$ cat src/rtl/alu_cmd_issuer.sv
// Buffers ALU operation requests in a small FIFO and issues them one at a time
// onto the ALU input pins, strobing res_strobe when the ALU result is valid.
module alu_cmd_issuer #(
    parameter int DW      = 8,
    parameter int CW      = 4,
    parameter int DEPTH   = 4,
    parameter int LAT     = 1,
    parameter int MUL_LAT = 2
) (
    input  logic                   CLK,
    input  logic                   RST,
    input  logic                   flush,
    input  logic                   req_valid,
    output logic                   req_ready,
    input  logic                   req_mode,
    input  logic [CW-1:0]          req_cmd,
    input  logic [DW-1:0]          req_opa,
    input  logic [DW-1:0]          req_opb,
    input  logic                   req_cin,
    input  logic                   req_split,
    output logic                   CE,
    output logic                   MODE,
    output logic [CW-1:0]          CMD,
    output logic [1:0]             INP_VALID,
    output logic [DW-1:0]          OPA,
    output logic [DW-1:0]          OPB,
    output logic                   CIN,
    output logic                   res_strobe,
    output logic                   busy,
    output logic [$clog2(DEPTH):0] count
);

    // state    | meaning
    // IDLE     | no op in flight; pops the FIFO head when not empty
    // ISSUE_AB | both operands presented in one cycle
    // ISSUE_A  | split op, operand A cycle
    // ISSUE_B  | split op, operand B cycle (A held)
    // WAIT     | counting down ALU latency; res_strobe on terminal count

    localparam int AW   = $clog2(DEPTH);
    localparam int LMAX = (MUL_LAT > LAT) ? MUL_LAT : LAT;
    localparam int LW   = (LMAX > 1) ? $clog2(LMAX) : 1;

    typedef struct packed {
        logic          mode;
        logic [CW-1:0] cmd;
        logic [DW-1:0] opa;
        logic [DW-1:0] opb;
        logic          cin;
        logic          split;
    } req_t;

    typedef enum logic [2:0] {IDLE, ISSUE_AB, ISSUE_A, ISSUE_B, WAIT} state_t;

    req_t           mem [DEPTH];
    req_t           head;
    logic [AW-1:0]  wr_ptr;
    logic [AW-1:0]  rd_ptr;
    logic           push;
    logic           pop;
    logic           empty;
    state_t         state;
    logic [DW-1:0]  op_opb;
    logic [LW-1:0]  lat_cnt;
    logic [LW-1:0]  lat_m1;
    logic           is_mul;

    assign head      = mem[rd_ptr];
    assign empty     = (count == '0);
    assign req_ready = (count != (AW+1)'(DEPTH));
    assign push      = req_valid && req_ready && !flush;
    assign pop       = (state == IDLE) && !empty && !flush;

    // MODE/CMD are already on the pins when the last issue cycle is reached
    assign is_mul = MODE && ((CMD == CW'(9)) || (CMD == CW'(10)));
    assign lat_m1 = is_mul ? LW'(MUL_LAT - 1) : LW'(LAT - 1);

    always_ff @(posedge CLK) begin
        if (push) begin
            mem[wr_ptr] <= '{mode: req_mode, cmd: req_cmd, opa: req_opa,
                             opb: req_opb, cin: req_cin, split: req_split};
        end
    end

    always_ff @(posedge CLK or negedge RST) begin
        if (!RST) begin
            wr_ptr <= '0;
            rd_ptr <= '0;
            count  <= '0;
        end else if (flush) begin
            wr_ptr <= '0;
            rd_ptr <= '0;
            count  <= '0;
        end else begin
            if (push) wr_ptr <= wr_ptr + AW'(1);
            if (pop)  rd_ptr <= rd_ptr + AW'(1);
            if (push && !pop)      count <= count + 1'b1;
            else if (pop && !push) count <= count - 1'b1;
        end
    end

    always_ff @(posedge CLK or negedge RST) begin
        if (!RST) begin
            state      <= IDLE;
            CE         <= 1'b0;
            MODE       <= 1'b0;
            CMD        <= '0;
            INP_VALID  <= 2'b00;
            OPA        <= '0;
            OPB        <= '0;
            CIN        <= 1'b0;
            res_strobe <= 1'b0;
            busy       <= 1'b0;
            op_opb     <= '0;
            lat_cnt    <= '0;
        end else if (flush) begin
            state      <= IDLE;
            CE         <= 1'b0;
            INP_VALID  <= 2'b00;
            res_strobe <= 1'b0;
            busy       <= 1'b0;
        end else begin
            res_strobe <= 1'b0;
            case (state)
                IDLE: begin
                    if (!empty) begin
                        CE     <= 1'b1;
                        MODE   <= head.mode;
                        CMD    <= head.cmd;
                        OPA    <= head.opa;
                        CIN    <= head.cin;
                        op_opb <= head.opb;
                        busy   <= 1'b1;
                        if (head.split) begin
                            INP_VALID <= 2'b01;
                            OPB       <= '0;
                            state     <= ISSUE_A;
                        end else begin
                            INP_VALID <= 2'b11;
                            OPB       <= head.opb;
                            state     <= ISSUE_AB;
                        end
                    end else begin
                        CE        <= 1'b0;
                        INP_VALID <= 2'b00;
                    end
                end
                ISSUE_A: begin
                    INP_VALID <= 2'b10;
                    OPB       <= op_opb;
                    state     <= ISSUE_B;
                end
                ISSUE_AB, ISSUE_B: begin
                    INP_VALID  <= 2'b00;
                    lat_cnt    <= lat_m1;
                    res_strobe <= (lat_m1 == '0);
                    state      <= WAIT;
                end
                WAIT: begin
                    if (lat_cnt == '0) begin
                        CE    <= 1'b0;
                        busy  <= 1'b0;
                        state <= IDLE;
                    end else begin
                        lat_cnt    <= lat_cnt - 1'b1;
                        res_strobe <= (lat_cnt == LW'(1));
                    end
                end
                default: begin
                    CE        <= 1'b0;
                    INP_VALID <= 2'b00;
                    busy      <= 1'b0;
                    state     <= IDLE;
                end
            endcase
        end
    end

endmodule

$ cat config.mk
export PLATFORM = sky130hd
export DESIGN_NAME = alu_cmd_issuer
export DESIGN_NICKNAME = d
export VERILOG_FILES = /design/src/rtl/alu_cmd_issuer.sv
export SDC_FILE = /design/constraint.sdc
export NUM_CORES = 1
export LEC_CHECK = 0
export ABC_AREA = 1
export BUFFER_PORTS_ARGS = -buffer_cell sky130_fd_sc_hd__buf_4
export CELL_PAD_IN_SITES_DETAIL_PLACEMENT = 2
export CELL_PAD_IN_SITES_GLOBAL_PLACEMENT = 2
export CORE_MARGIN = 3
export CORE_UTILIZATION = 37
export DETAILED_ROUTE_END_ITERATION = 8
export MAX_ROUTING_LAYER = met4
export PLACE_DENSITY_LB_ADDON = 0.1
export SLEW_MARGIN = 20
export SYNTH_ARGS = -nofsm -noshare
export SYNTH_HDL_FRONTEND = slang
export SYNTH_SLANG_ARGS = --single-unit
$ cat constraint.sdc
create_clock -name CLK -period 4.3 [get_ports CLK]
set_input_delay 0.43 -clock CLK [delete_from_list [all_inputs] [get_ports CLK]]
set_output_delay 0.43 -clock CLK [all_outputs]
set_load 0.05 [all_outputs]
==> impl_results.md <==
- Outcome: complete, no violations
- CP peak stage delay: 700 ps
- Crit path max fanout: 55
- Sequential Power Share: 34.6%
- Reg-to-reg critical path startpoint: rd_ptr[0]$_DFFE_PN0P_
- Final period util: between 50% and 60%
- H-Tree Depth: 4
- Final Critical Period: 2420 ps
- GRT Resource Usage Total: between 20% and 30%
- Clock Skew: 9.25 ps
- Post-route ant nets: 0
- CP Cell Sequence: buf_4, inv_2, nand2_1, nand3_1, nand2_1, a21oi_1, o22ai_1
- Drt wl/cell: 19.7 um
- Cts hold-fix bufs: 0
- NetSw: about 2.1 mW
- Yosys top cell by area: edfxtp_1
- Register bit total from synthesis: between 100 and 150
- WP buf/inv: 2
- Hold Path Class: input pin to async pin
- Root buffer cell: clkbuf_16
- Largest net degree at the start of global routing: 56
- Top post-synthesis cells by area: edfxtp_1 (49%), dfrtp_1 (20%), nor2_1 (7.6%)
- Post-CTS sizing: 0
- Final hold violations: 0
- Die Y: 129 um
- Syn_nets: 540
- Crit. End Element: flip-flop
- RSZ-0062 raised after global routing: false
- Die ar.: ~0.017 mm^2
- Port buffer count: 57
- Post-synth cell types: 27
- CP Data Required Time: between 4000 and 5000 ps
- Setup violators final: 0
- Vias in the first global route: ~4500
- Number of warnings issued by yosys: 0
- CTS tree: done
- Cells after Synth: ~500
- Total grt overflow: 0
- Max-slew headroom: a little over two fifths
- Worst r2r dst: INP_VALID[1]$_DFFE_PN0P_
- Router iterations before antenna repair: 4
- Pre-CTS setup slack: slightly below 2000 ps
- Highest Clock Rate: about 0.41 GHz
- Worst slew pin tran: just under 900 ps
- Total setup buffers inserted after CTS: 0
- Clk pwr share: about 30%
- Net Sw Frac: between 30 and 40%
- Vias per cell: 5.07
- Comb pwr share: a little over a third
- Crit path DAT: 2720 ps
- Crit path depth: 7
- Total chip power: ~5.2 mW
- ANT cells: 0
- Post-synthesis sequential area ratio: around 70%
- Routed WL: 15100 um
- Delay-heaviest family, CP: buffers and inverters
- Synth top area share: approximately 50%
- Static Leak: 2.84 nW
- Starting Density: between 30% and 40%
- Drc violations: 0
- Max Cap Viol: 0
- FP Rows: 44
- Synthesis-to-finish area growth: 21.9%
- Final setup margin: 1880 ps
- DP HPWL: between 8000 and 9000 um
- CORE AREA: approximately 0.015 mm^2
- Worst-skew pair later-pin latency: around 430 ps
- Final net count: ~600
- Internal reg-to-reg setup slack: between 1500 and 2000 ps
- Total CTS buffers: 17
- Reg area: just under 0.004 mm^2
- Clock buffer depth: 2
- Crit path top cell by count: nand2_1
- Worst setup path start: rd_ptr[0]$_DFFE_PN0P_
- Clock transition at the registers of the reported paths: approximately 60 ps
- Power Internal: around 3.2 mW
- # IOs: between 50 and 60
- Power Dens Cells: between 700 and 800 mW/mm^2
- # clock sinks: between 100 and 150
- R2R depth: 7
- Synth Cell Area: approximately 0.0056 mm^2
- Mean post-synth cell area: between 10 and 15 um^2
- # fillers: 1491
- Peak supply drop: between 300 and 400 uV
- Worst path slowest cell: inv_2
- Crit path capture: INP_VALID[1]$_DFFE_PN0P_
- GPL Wtd Cong: around 0.74
- Via Count: roughly 3900
- Critical path launch point type: flip-flop
- Layout cells sized above 1: between 10% and 20%
- Setup TNS: 0 ps
- First-pass GRT wire length: between 20000 and 25000 um
- Final Max Slew Viols: 0
- Multi-input gate area: around 0.0014 mm^2
- Initial antenna violation count: 0
- Die width: roughly 130 um
- Detailed Route Iter0 Violations: 239
- Crit Path Class: flip-flop to flip-flop
## synth_stat cells
cell,n
buf_6,3
o22ai_1,2
buf_2,7
o21ai_1,5
buf_4,1
o211ai_1,8
a21boi_1,8
edfxtp_1,92
fa_1,1
a21oi_1,3
nand3_1,15
nand3b_1,1
nand4_1,2
inv_2,4
o21ai_0,50
a31oi_1,13
nor2_2,1
xor2_1,2
dfrtp_1,46
nor2_1,114
clkbuf_1,9
nand3_2,1
nand2_1,67
ha_1,4
nor2_4,3
nand2_2,2
inv_1,44
## cell usage in the layout (no fill, tap or decap), drive strengths merged, types with 13 or more instances in the layout
master	n
a31oi	13
nand2	69
nand3	16
inv	48
buf	64
edfxtp	92
o21ai	55
clkbuf	21
dfrtp	46
nor2	118
## layout make-up
type	count	area share (%)
well taps	184	3.35
clock buffers	21	6.56
inverters	48	2.62
repair buffers	64	7.00
clock inverters	11	2.50
flip-flops and latches	138	57.0
multi-input cells	302	21.0
## sequential cells by signal, summed over array words and instances, names as in the netlist, 2 cells and up
name,cells
rd_ptr,2
wr_ptr,2
OPB,8
OPA,8
mem,92
count,3
state,3
INP_VALID,2
op_opb,8
CMD,4
## logic make-up after synthesis
family | synth area share, %
DFF | 69.5
AOI/OAI and AO/OA | 8.95
xor gates and xnor gates | 0.311
adders and majority gates | 1.24
buffers and inverters | 5.15
and+or+nand+nor | 14.9
## power by group through the flow
stage               combinational [mW]  sequential (mW)  clock (mW)
floorplan                        0.869             2.25           0
global placement                  1.80             1.82           0
detailed placement                1.87             1.83           0
CTS                               1.92             1.82        1.59
global route                      2.08             1.84        1.64
finish                            1.88             1.81        1.55
## worst min path at each step
stage | endpoint | slack, ps
floorplan | CE$_DFFE_PN0P_ | 130
finish | count[0]$_DFFE_PN0P_ | 40
global route | OPA[3]$_DFFE_PN0P_ | 80
global placement | CE$_DFFE_PN0P_ | 460
detailed placement | CE$_DFFE_PN0P_ | 500
CTS | INP_VALID[0]$_DFFE_PN0P_ | 50
## through the flow
stage | cells | utilization, % | instance area, um^2 | hold slack [ps]
6_report | 768 | 46.7 | 6870 | 41.1
5_1_grt | 768 | 46.7 | 6870 | 80.0
4_1_cts | 768 | 46.7 | 6870 | 46.0
3_5_place_dp | 736 | 42.5 | 6240 | 502
3_3_place_gp | 736 | 42.5 | 6240 | 461
2_1_floorplan | 508 | - | 5630 | 134
## routing by layer
metal / vias to the layer above / share of wire (%) / wire length (um) / track usage (%)
met5: - / 0 / 0 / -
met4: 0 / 1.3 / 199 / 6.86
met3: 17 / 3.3 / 494 / 4.78
met2: 61 / 52 / 7830 / 33.7
met1: 1992 / 44 / 6590 / 23.9
li1: 1826 / - / - / -
(Power assumes the default switching activity.)
